File: src/rtl/memory_arbiter_if.sv
// Bundle between the two requesters (instruction fetch, load/store) and the
// single-port memory. The arbiter uses the slave modport; whatever sits on
// the other side (requesters plus memory) uses the master modport.
//
// Signals:
//   fetch_request/fetch_address -> fetch_ready/fetch_value
//   data_request/data_address/data_write_sections/data_write_value
//     -> data_ready/data_read_value
//   memory_address/memory_write_sections/memory_write_value -> memory
//   memory_read_value <- memory (synchronous read, one cycle after address)
interface memory_arbiter_if;
  logic        fetch_request;
  logic [31:0] fetch_address;
  logic        fetch_ready;
  logic [31:0] fetch_value;

  logic        data_request;
  logic [31:0] data_address;
  logic [2:0]  data_write_sections;
  logic [31:0] data_write_value;
  logic        data_ready;
  logic [31:0] data_read_value;

  logic [31:0] memory_address;
  logic [2:0]  memory_write_sections;
  logic [31:0] memory_write_value;
  logic [31:0] memory_read_value;

  modport master (
    output fetch_request, fetch_address,
    output data_request, data_address, data_write_sections, data_write_value,
    output memory_read_value,
    input  fetch_ready, fetch_value,
    input  data_ready, data_read_value,
    input  memory_address, memory_write_sections, memory_write_value
  );

  modport slave (
    input  fetch_request, fetch_address,
    input  data_request, data_address, data_write_sections, data_write_value,
    input  memory_read_value,
    output fetch_ready, fetch_value,
    output data_ready, data_read_value,
    output memory_address, memory_write_sections, memory_write_value
  );
endinterface

File: src/rtl/memory_arbiter.sv
// Purpose: arbitrates one instruction-fetch and one load/store requester onto
//          a single-port synchronous-read memory, data first with a bounded
//          starvation window for fetch.
// Latency: grant in cycle N (address driven combinationally), ready pulse in
//          cycle N+1; at most one transaction every 2 cycles.
// Backpressure: requesters hold request and operands until their ready pulse;
//          a request seen while busy simply waits for the next IDLE cycle.
//
// Ports:
//   clk   - single clock, rising edge
//   reset - asynchronous active-high reset
//   bus   - memory_arbiter_if.slave (requester handshakes + memory port)
module memory_arbiter #(
  parameter int STARVE_LIMIT = 4
) (
  input logic            clk,
  input logic            reset,
  memory_arbiter_if.slave bus
);

  typedef enum logic [1:0] {
    IDLE       = 2'b00,
    BUSY_FETCH = 2'b01,
    BUSY_DATA  = 2'b10
  } state_t;

  localparam logic [2:0] LIMIT = 3'(STARVE_LIMIT);

  state_t      state;
  logic [2:0]  starve_count;
  logic        fetch_ready_q;
  logic        data_ready_q;

  logic        fetch_starved;
  logic        grant_fetch;
  logic        grant_data;

  logic [31:0] mem_address;
  logic [2:0]  mem_write_sections;
  logic [31:0] mem_write_value;

  // Grant is decided in the same cycle the request is seen so the memory
  // sees the address immediately. Reset masks the grant so that the memory
  // port is quiet while reset is held, independent of the request inputs.
  always_comb begin
    fetch_starved = bus.fetch_request && (starve_count == LIMIT);
    grant_fetch   = 1'b0;
    grant_data    = 1'b0;
    if (!reset && state == IDLE) begin
      if (fetch_starved) begin
        grant_fetch = 1'b1;
      end else if (bus.data_request) begin
        grant_data = 1'b1;
      end else if (bus.fetch_request) begin
        grant_fetch = 1'b1;
      end
    end
  end

  // Memory port is driven only in a grant cycle; write enables only ever
  // come from a data grant, so fetches and busy cycles can never write.
  always_comb begin
    mem_address        = 32'd0;
    mem_write_sections = 3'b000;
    mem_write_value    = 32'd0;
    if (grant_data) begin
      mem_address        = bus.data_address;
      mem_write_sections = bus.data_write_sections;
      mem_write_value    = bus.data_write_value;
    end else if (grant_fetch) begin
      mem_address        = bus.fetch_address;
    end
  end

  // Ready pulses are registered copies of the grant: they line up with the
  // cycle in which the synchronous memory returns the read word.
  always_ff @(posedge clk or posedge reset) begin
    if (reset) begin
      state         <= IDLE;
      starve_count  <= 3'd0;
      fetch_ready_q <= 1'b0;
      data_ready_q  <= 1'b0;
    end else begin
      fetch_ready_q <= grant_fetch;
      data_ready_q  <= grant_data;

      case (state)
        IDLE: begin
          if (grant_data) begin
            state <= BUSY_DATA;
          end else if (grant_fetch) begin
            state <= BUSY_FETCH;
          end
        end
        default: state <= IDLE;
      endcase

      // Count data grants that overtook a waiting fetch; any fetch grant
      // restarts the window.
      if (grant_fetch) begin
        starve_count <= 3'd0;
      end else if (grant_data && bus.fetch_request && starve_count != LIMIT) begin
        starve_count <= starve_count + 3'd1;
      end
    end
  end

  assign bus.fetch_ready           = fetch_ready_q;
  assign bus.data_ready            = data_ready_q;
  assign bus.fetch_value           = bus.memory_read_value;
  assign bus.data_read_value       = bus.memory_read_value;
  assign bus.memory_address        = mem_address;
  assign bus.memory_write_sections = mem_write_sections;
  assign bus.memory_write_value    = mem_write_value;

endmodule

File: src/flat_wrapper.sv
// flat-port wrapper written by rule: the top's interface ports become plain ports
module memory_arbiter_flat 
#(
  parameter int STARVE_LIMIT = 4
)
  (clk, reset, bus_fetch_request, bus_fetch_address, bus_data_request, bus_data_address, bus_data_write_sections, bus_data_write_value, bus_memory_read_value, bus_fetch_ready, bus_fetch_value, bus_data_ready, bus_data_read_value, bus_memory_address, bus_memory_write_sections, bus_memory_write_value);
  memory_arbiter_if bus_i ();
  input logic clk;
  input logic reset;
  input wire logic [$bits(bus_i.fetch_request)-1:0] bus_fetch_request;
  input wire logic [$bits(bus_i.fetch_address)-1:0] bus_fetch_address;
  input wire logic [$bits(bus_i.data_request)-1:0] bus_data_request;
  input wire logic [$bits(bus_i.data_address)-1:0] bus_data_address;
  input wire logic [$bits(bus_i.data_write_sections)-1:0] bus_data_write_sections;
  input wire logic [$bits(bus_i.data_write_value)-1:0] bus_data_write_value;
  input wire logic [$bits(bus_i.memory_read_value)-1:0] bus_memory_read_value;
  output wire logic [$bits(bus_i.fetch_ready)-1:0] bus_fetch_ready;
  output wire logic [$bits(bus_i.fetch_value)-1:0] bus_fetch_value;
  output wire logic [$bits(bus_i.data_ready)-1:0] bus_data_ready;
  output wire logic [$bits(bus_i.data_read_value)-1:0] bus_data_read_value;
  output wire logic [$bits(bus_i.memory_address)-1:0] bus_memory_address;
  output wire logic [$bits(bus_i.memory_write_sections)-1:0] bus_memory_write_sections;
  output wire logic [$bits(bus_i.memory_write_value)-1:0] bus_memory_write_value;
  assign bus_i.fetch_request = bus_fetch_request;
  assign bus_i.fetch_address = bus_fetch_address;
  assign bus_i.data_request = bus_data_request;
  assign bus_i.data_address = bus_data_address;
  assign bus_i.data_write_sections = bus_data_write_sections;
  assign bus_i.data_write_value = bus_data_write_value;
  assign bus_i.memory_read_value = bus_memory_read_value;
  assign bus_fetch_ready = bus_i.fetch_ready;
  assign bus_fetch_value = bus_i.fetch_value;
  assign bus_data_ready = bus_i.data_ready;
  assign bus_data_read_value = bus_i.data_read_value;
  assign bus_memory_address = bus_i.memory_address;
  assign bus_memory_write_sections = bus_i.memory_write_sections;
  assign bus_memory_write_value = bus_i.memory_write_value;
  memory_arbiter #(.STARVE_LIMIT(STARVE_LIMIT)) u_core (.clk(clk), .reset(reset), .bus(bus_i));
endmodule
File: config.mk
export PLATFORM = sky130hd
export DESIGN_NAME = memory_arbiter_flat
export DESIGN_NICKNAME = d
export VERILOG_FILES = /design/src/rtl/memory_arbiter_if.sv /design/src/rtl/memory_arbiter.sv /design/src/flat_wrapper.sv
export SDC_FILE = /design/constraint.sdc
export NUM_CORES = 1
export LEC_CHECK = 0
export CAP_MARGIN = 20
export CORE_AREA = 2 2 105 107
export DETAILED_ROUTE_END_ITERATION = 8
export DIE_AREA = 0 0 107 109
export PLACE_DENSITY_LB_ADDON = 0.12
export SLEW_MARGIN = 20
export SYNTH_ARGS = -nofsm -noshare
export SYNTH_HDL_FRONTEND = slang
export SYNTH_SLANG_ARGS = --single-unit
File: constraint.sdc
create_clock -name clk -period 6.1 [get_ports clk]
set_input_delay 1.83 -clock clk [delete_from_list [all_inputs] [get_ports clk]]
set_output_delay 1.83 -clock clk [all_outputs]
set_load 0.1 [all_outputs]
* Word level (Yosys, flattened, before mapping)
Index checks and enable logic that the tools add are counted.
Storage, ports and cells: logic and storage cells 31, register bits 7, input bits 135
Operators by class: eq/ne operators 3, $add $sub $neg 1, reduce and logical (&&, ||, !) cells 7, muxes and demuxes 16
Operator list (number):
- 2-to-1 mux 32 bit | 3
- 2-to-1 mux 3 bit | 3
- 2-to-1 mux 1 bit | 7
- 2-to-1 mux 2 bit | 3
- logical AND 1 bit | 4
- adder 3 x 1 -> 3 bit, second input constant | 1
- == test 3 bit, second input constant | 1
- != test 3 x 1 -> 1 bit, second input constant | 1
- != test 3 bit, second input constant | 1
- zero test 2 bit | 1
- nonzero test 2 bit | 1
- zero test 1 bit | 1

* Longest topological paths before layout
depth in word-level cells 8, gate-level depth with buffers 7

* Least setup slack after synthesis
Ideal clock, no wire load.
path type input-to-output, start input port bus_data_request, end output port bus_memory_address[10], slack 145 ps, required time 4270 ps, stages on the path 6, path buffers 3, arrival time 4125 ps, cell sequence clkbuf_1 > a21bo_2 > clkbuf_1 > buf_2 > nand3_1 > a21oi_1
Between the ends: cells in the longest elaborated chain, start to end 5, elaborated cells between the ends (all ways) 8
Ends and longest elaborated chain:
- start: declaration | RTL line flat_wrapper.sv:12 | input wire logic [$bits(bus_i.data_request)-1:0] bus_data_request;
- 2-to-1 mux 1 bit | RTL line memory_arbiter.sv:52 | end else if (bus.data_request) begin
- 2-to-1 mux 1 bit | RTL line memory_arbiter.sv:50 | if (fetch_starved) begin
- 2-to-1 mux 1 bit | RTL line memory_arbiter.sv:49 | if (!reset && state == IDLE) begin
- 2-to-1 mux 32 bit | RTL line memory_arbiter.sv:70 | end else if (grant_fetch) begin
- 2-to-1 mux 32 bit * | RTL line memory_arbiter.sv:66 | if (grant_data) begin
- end: declaration | RTL line flat_wrapper.sv:21 | output wire logic [$bits(bus_i.memory_address)-1:0] bus_memory_address;
Every way passes the cells marked *; elsewhere a longest branch is shown, timed or not.

* Worst setup path after layout
start input port reset, end output port bus_memory_write_value[5]
Between the ends: cells in the longest elaborated chain, start to end 4
Ends and longest elaborated chain:
- start: declaration | RTL line flat_wrapper.sv:9 | input logic reset;
- zero test 1 bit | RTL line memory_arbiter.sv:49
- logical AND 1 bit | RTL line memory_arbiter.sv:49
- 2-to-1 mux 1 bit | RTL line memory_arbiter.sv:49
- 2-to-1 mux 32 bit | RTL line memory_arbiter.sv:66
- end: declaration | RTL line flat_wrapper.sv:23 | output wire logic [$bits(bus_i.memory_write_value)-1:0] bus_memory_write_value;
Every way passes these cells.

==> metrics.md <==
| Metric | Value |
|---|---|
| Synth unique cells | 23 |
| Mapped Cells | 249 |
| Flop pwr share | a little over a tenth |
| Sw Pwr | between 200 and 300 uW |
| Vias in the first global route | 1,947 |
| Hold Path Class | reg2reg |
| CP max FO | 36 |
| CP startpoint kind | input port |
| Starting Density | 15.4% |
| Endpoints failing setup | 0 |
| Comb pwr share | roughly three quarters |
| # IOs | ~270 |
| Clk slew on worst S/H paths | 40 ps |
| Minimum clock period | 5420 ps |
| Pwr Density | 140 nW/um^2 |
| # resized after CTS | 0 |
| Post-route ant nets | 0 |
| WL per Instance | 15.0 um |
| First-pass DRT Iterations | 5 |
| Synth Register Bits | 7 |
| Total negative slack | 0 ps |
| Final Slew Violations | 0 |
| Clock root buffer | clkbuf_8 |
| Critical path required time | 4270 ps |
| Routed wire length | around 7300 um |
| Vias per cell | between 4 and 5 |
| DIE WIDTH | 107 um |
| IR drop worst, VDD | 0.0000552 V |
| Syn Area/Cell | 6.56 sq um |
| Relative slew slack | roughly a third |
| Skew final | 3.65 ps |
| RSZ-0062 raised after global routing | false |
| CP arrival | 3590 ps |
| Worst-Margin Slew | 1010 ps |
| Seq/Total Area, Yosys | 10.7% |
| Port buffer count | ~170 |
| Final Net Count | ~490 |
| Final period util | between 80% and 90% |
| Pleak | 0.00146 uW |
| Ant diodes | 0 |
| Remaining global-route overflow | 0 |
| Largest net degree at the start of global routing | 37 |
| Residual DRC count | 0 |
| Crit path kind | in2out |
| Crit. End Element | output pin |
| Initial antenna violation count | 0 |
| Final Hold Fails | 0 |
| Via count | 2,022 |
| Clk pwr share | 12.5% |
| Clock sink count | 7 |
| Internal power | 260 uW |
| CTS buffer count | 3 |
| Worst-Skew Late Latency | 230 ps |
| Chip Height | 109 um |
| Die area | 11,700 sq um |
| HPWL after detailed placement | just under 6000 um |
| First-pass GRT wire length | between 10,000 and 15,000 um |
| Hold_buf cts | 0 |
| CTS tree | done |
| Worst hold slack | roughly 510 ps |
| Post-CTS repair timing setup buffer count | 0 |
| Row count | 38 |
| Area growth, synth to finish | 127% |
| Power Total | roughly 520 uW |
| Switch share | 50.1% |
| Synthesized netlist net count | about 390 |
| H-tree depth | 1 |
| MaxCap Viol Count | 0 |
| Share of cells above drive strength 1 | 23.3% |
| Placer Congestion | 0.678 |
| Core Region | ~11,000 sq um |
| DRT iter0 DRCs | 82 |
| CTS max path bufs | 2 |
| Yosys Warn Count | 0 |
| Fmax | roughly 180 MHz |
| Status | complete, no violations |
| Final core occ | 35.0% |
| Cell Area, Synth | 1630 sq um |
| GRT Overall Usage | between 10% and 20% |
## synth_stat cells
library cell | count | area share, %
nor3b_1 | 1 | 0.46
inv_1 | 4 | 0.92
nand4_1 | 1 | 0.38
nor3_4 | 1 | 1.0
a21oi_1 | 32 | 9.8
buf_6 | 3 | 2.1
or4b_1 | 1 | 0.61
a21o_1 | 1 | 0.46
and2_1 | 35 | 13
and3_1 | 3 | 1.1
nor3_1 | 2 | 0.61
o21ai_0 | 3 | 0.92
buf_1 | 2 | 0.46
dfrtp_1 | 7 | 11
nand3_1 | 66 | 20
nor4_1 | 1 | 0.38
ha_1 | 2 | 1.5
clkbuf_1 | 12 | 2.8
or3_1 | 1 | 0.38
buf_2 | 5 | 1.5
nand2_1 | 1 | 0.23
buf_4 | 64 | 29
a21bo_2 | 1 | 0.61
## routing by layer
metal	part of all wire (%)	wire length [um]	vias up	track usage, %
li1	-	-	970	-
met1	36	2600	894	12.3
met2	51	3700	137	20.9
met3	12	882	21	4.36
met4	1.5	113	0	2.32
met5	0	0	-	0
## critical path, stage by stage
cell             delay [ps]
clkdlybuf4s50_1         450
or3_1                   420
nor3_4                  160
buf_4                   280
and2_1                  240
buf_12                  190
## power groups by stage
stage / Combinational (uW) / Clock, uW / Sequential [uW]
after global placement: 403 / 0 / 56.3
after floorplan: 417 / 0 / 60.2
after CTS: 405 / 66.7 / 55.8
after global routing: 418 / 71.9 / 56.4
after detailed placement: 405 / 0 / 56.2
final: 401 / 65.0 / 55.9
## layout by cell type, fill, tap and decap left out
| master | netlist | routed |
|---|---|---|
| clkdlybuf4s50_1 | 0 | 104 |
| buf_12 | 0 | 67 |
| nand3_1 | 66 | 66 |
| and2_1 | 35 | 35 |
| a21oi_1 | 32 | 32 |
| buf_4 | 64 | 9 |
| dfrtp_1 | 7 | 7 |
| inv_1 | 4 | 4 |
| and3_1 | 3 | 3 |
| o21ai_0 | 3 | 3 |
| clkbuf_8 | 0 | 3 |
| nor3_1 | 2 | 2 |
| ha_1 | 2 | 2 |
| or3_1 | 1 | 1 |
| nor3_4 | 1 | 1 |
| nand4_1 | 1 | 1 |
| or4b_1 | 1 | 1 |
| nor3b_1 | 1 | 1 |
| a21bo_2 | 1 | 1 |
| nand2_1 | 1 | 1 |
| nor4_1 | 1 | 1 |
| a21o_1 | 1 | 1 |
| clkbuf_1 | 12 | 1 |
## logic make-up (layout without fill, tap and decap cells)
| family | after synthesis | count (layout) | synth area share, % |
|---|---|---|---|
| flops | 7 | 7 | 10.7 |
| buf+inv | 90 | 188 | 37.1 |
| simple gates | 113 | 113 | 38.8 |
| fa+ha+maj | 2 | 2 | 1.53 |
| compound gates | 37 | 37 | 11.8 |
## worst paths after layout
check / start / to / slack (ps) / cells after the start
max: reset / bus_memory_write_value[5] / 680 / 6
min reg2reg: u_core.starve_count[1] / u_core.starve_count[1] / 510 / 2
max in group asynchronous: reset / u_core.starve_count[1] / 3960 / 2
min: u_core.starve_count[1] / u_core.starve_count[1] / 510 / 2
max reg2reg: u_core.starve_count[0] / u_core.state[1] / 4670 / 5
min in group asynchronous: reset / u_core.bus.data_ready / 1920 / 2
## registers in the layout (all words and copies together) (netlist names)
signal                  count
u_core.starve_count         3
u_core.state                2
u_core.bus.data_ready       1
u_core.bus.fetch_ready      1
## metrics by stage
stage / instance area (sq um) / instances / worst slack (ps)
global placement: 3670 / 483 / 634
floorplan: 1630 / 249 / 145
detailed placement: 3670 / 483 / 660
CTS: 3710 / 487 / 661
global route: 3710 / 487 / 570
finish: 3710 / 487 / 683
## final cells by class
class,count,area [sq um]
tap,140,175
sequential,7,175
clock buffer,4,45.0
inverter,4,15.0
timing repair buffer,180,2450
fill,1121,6890
multi-input combinational,152,852
No activity file was read; power rests on OpenSTA's default activity.
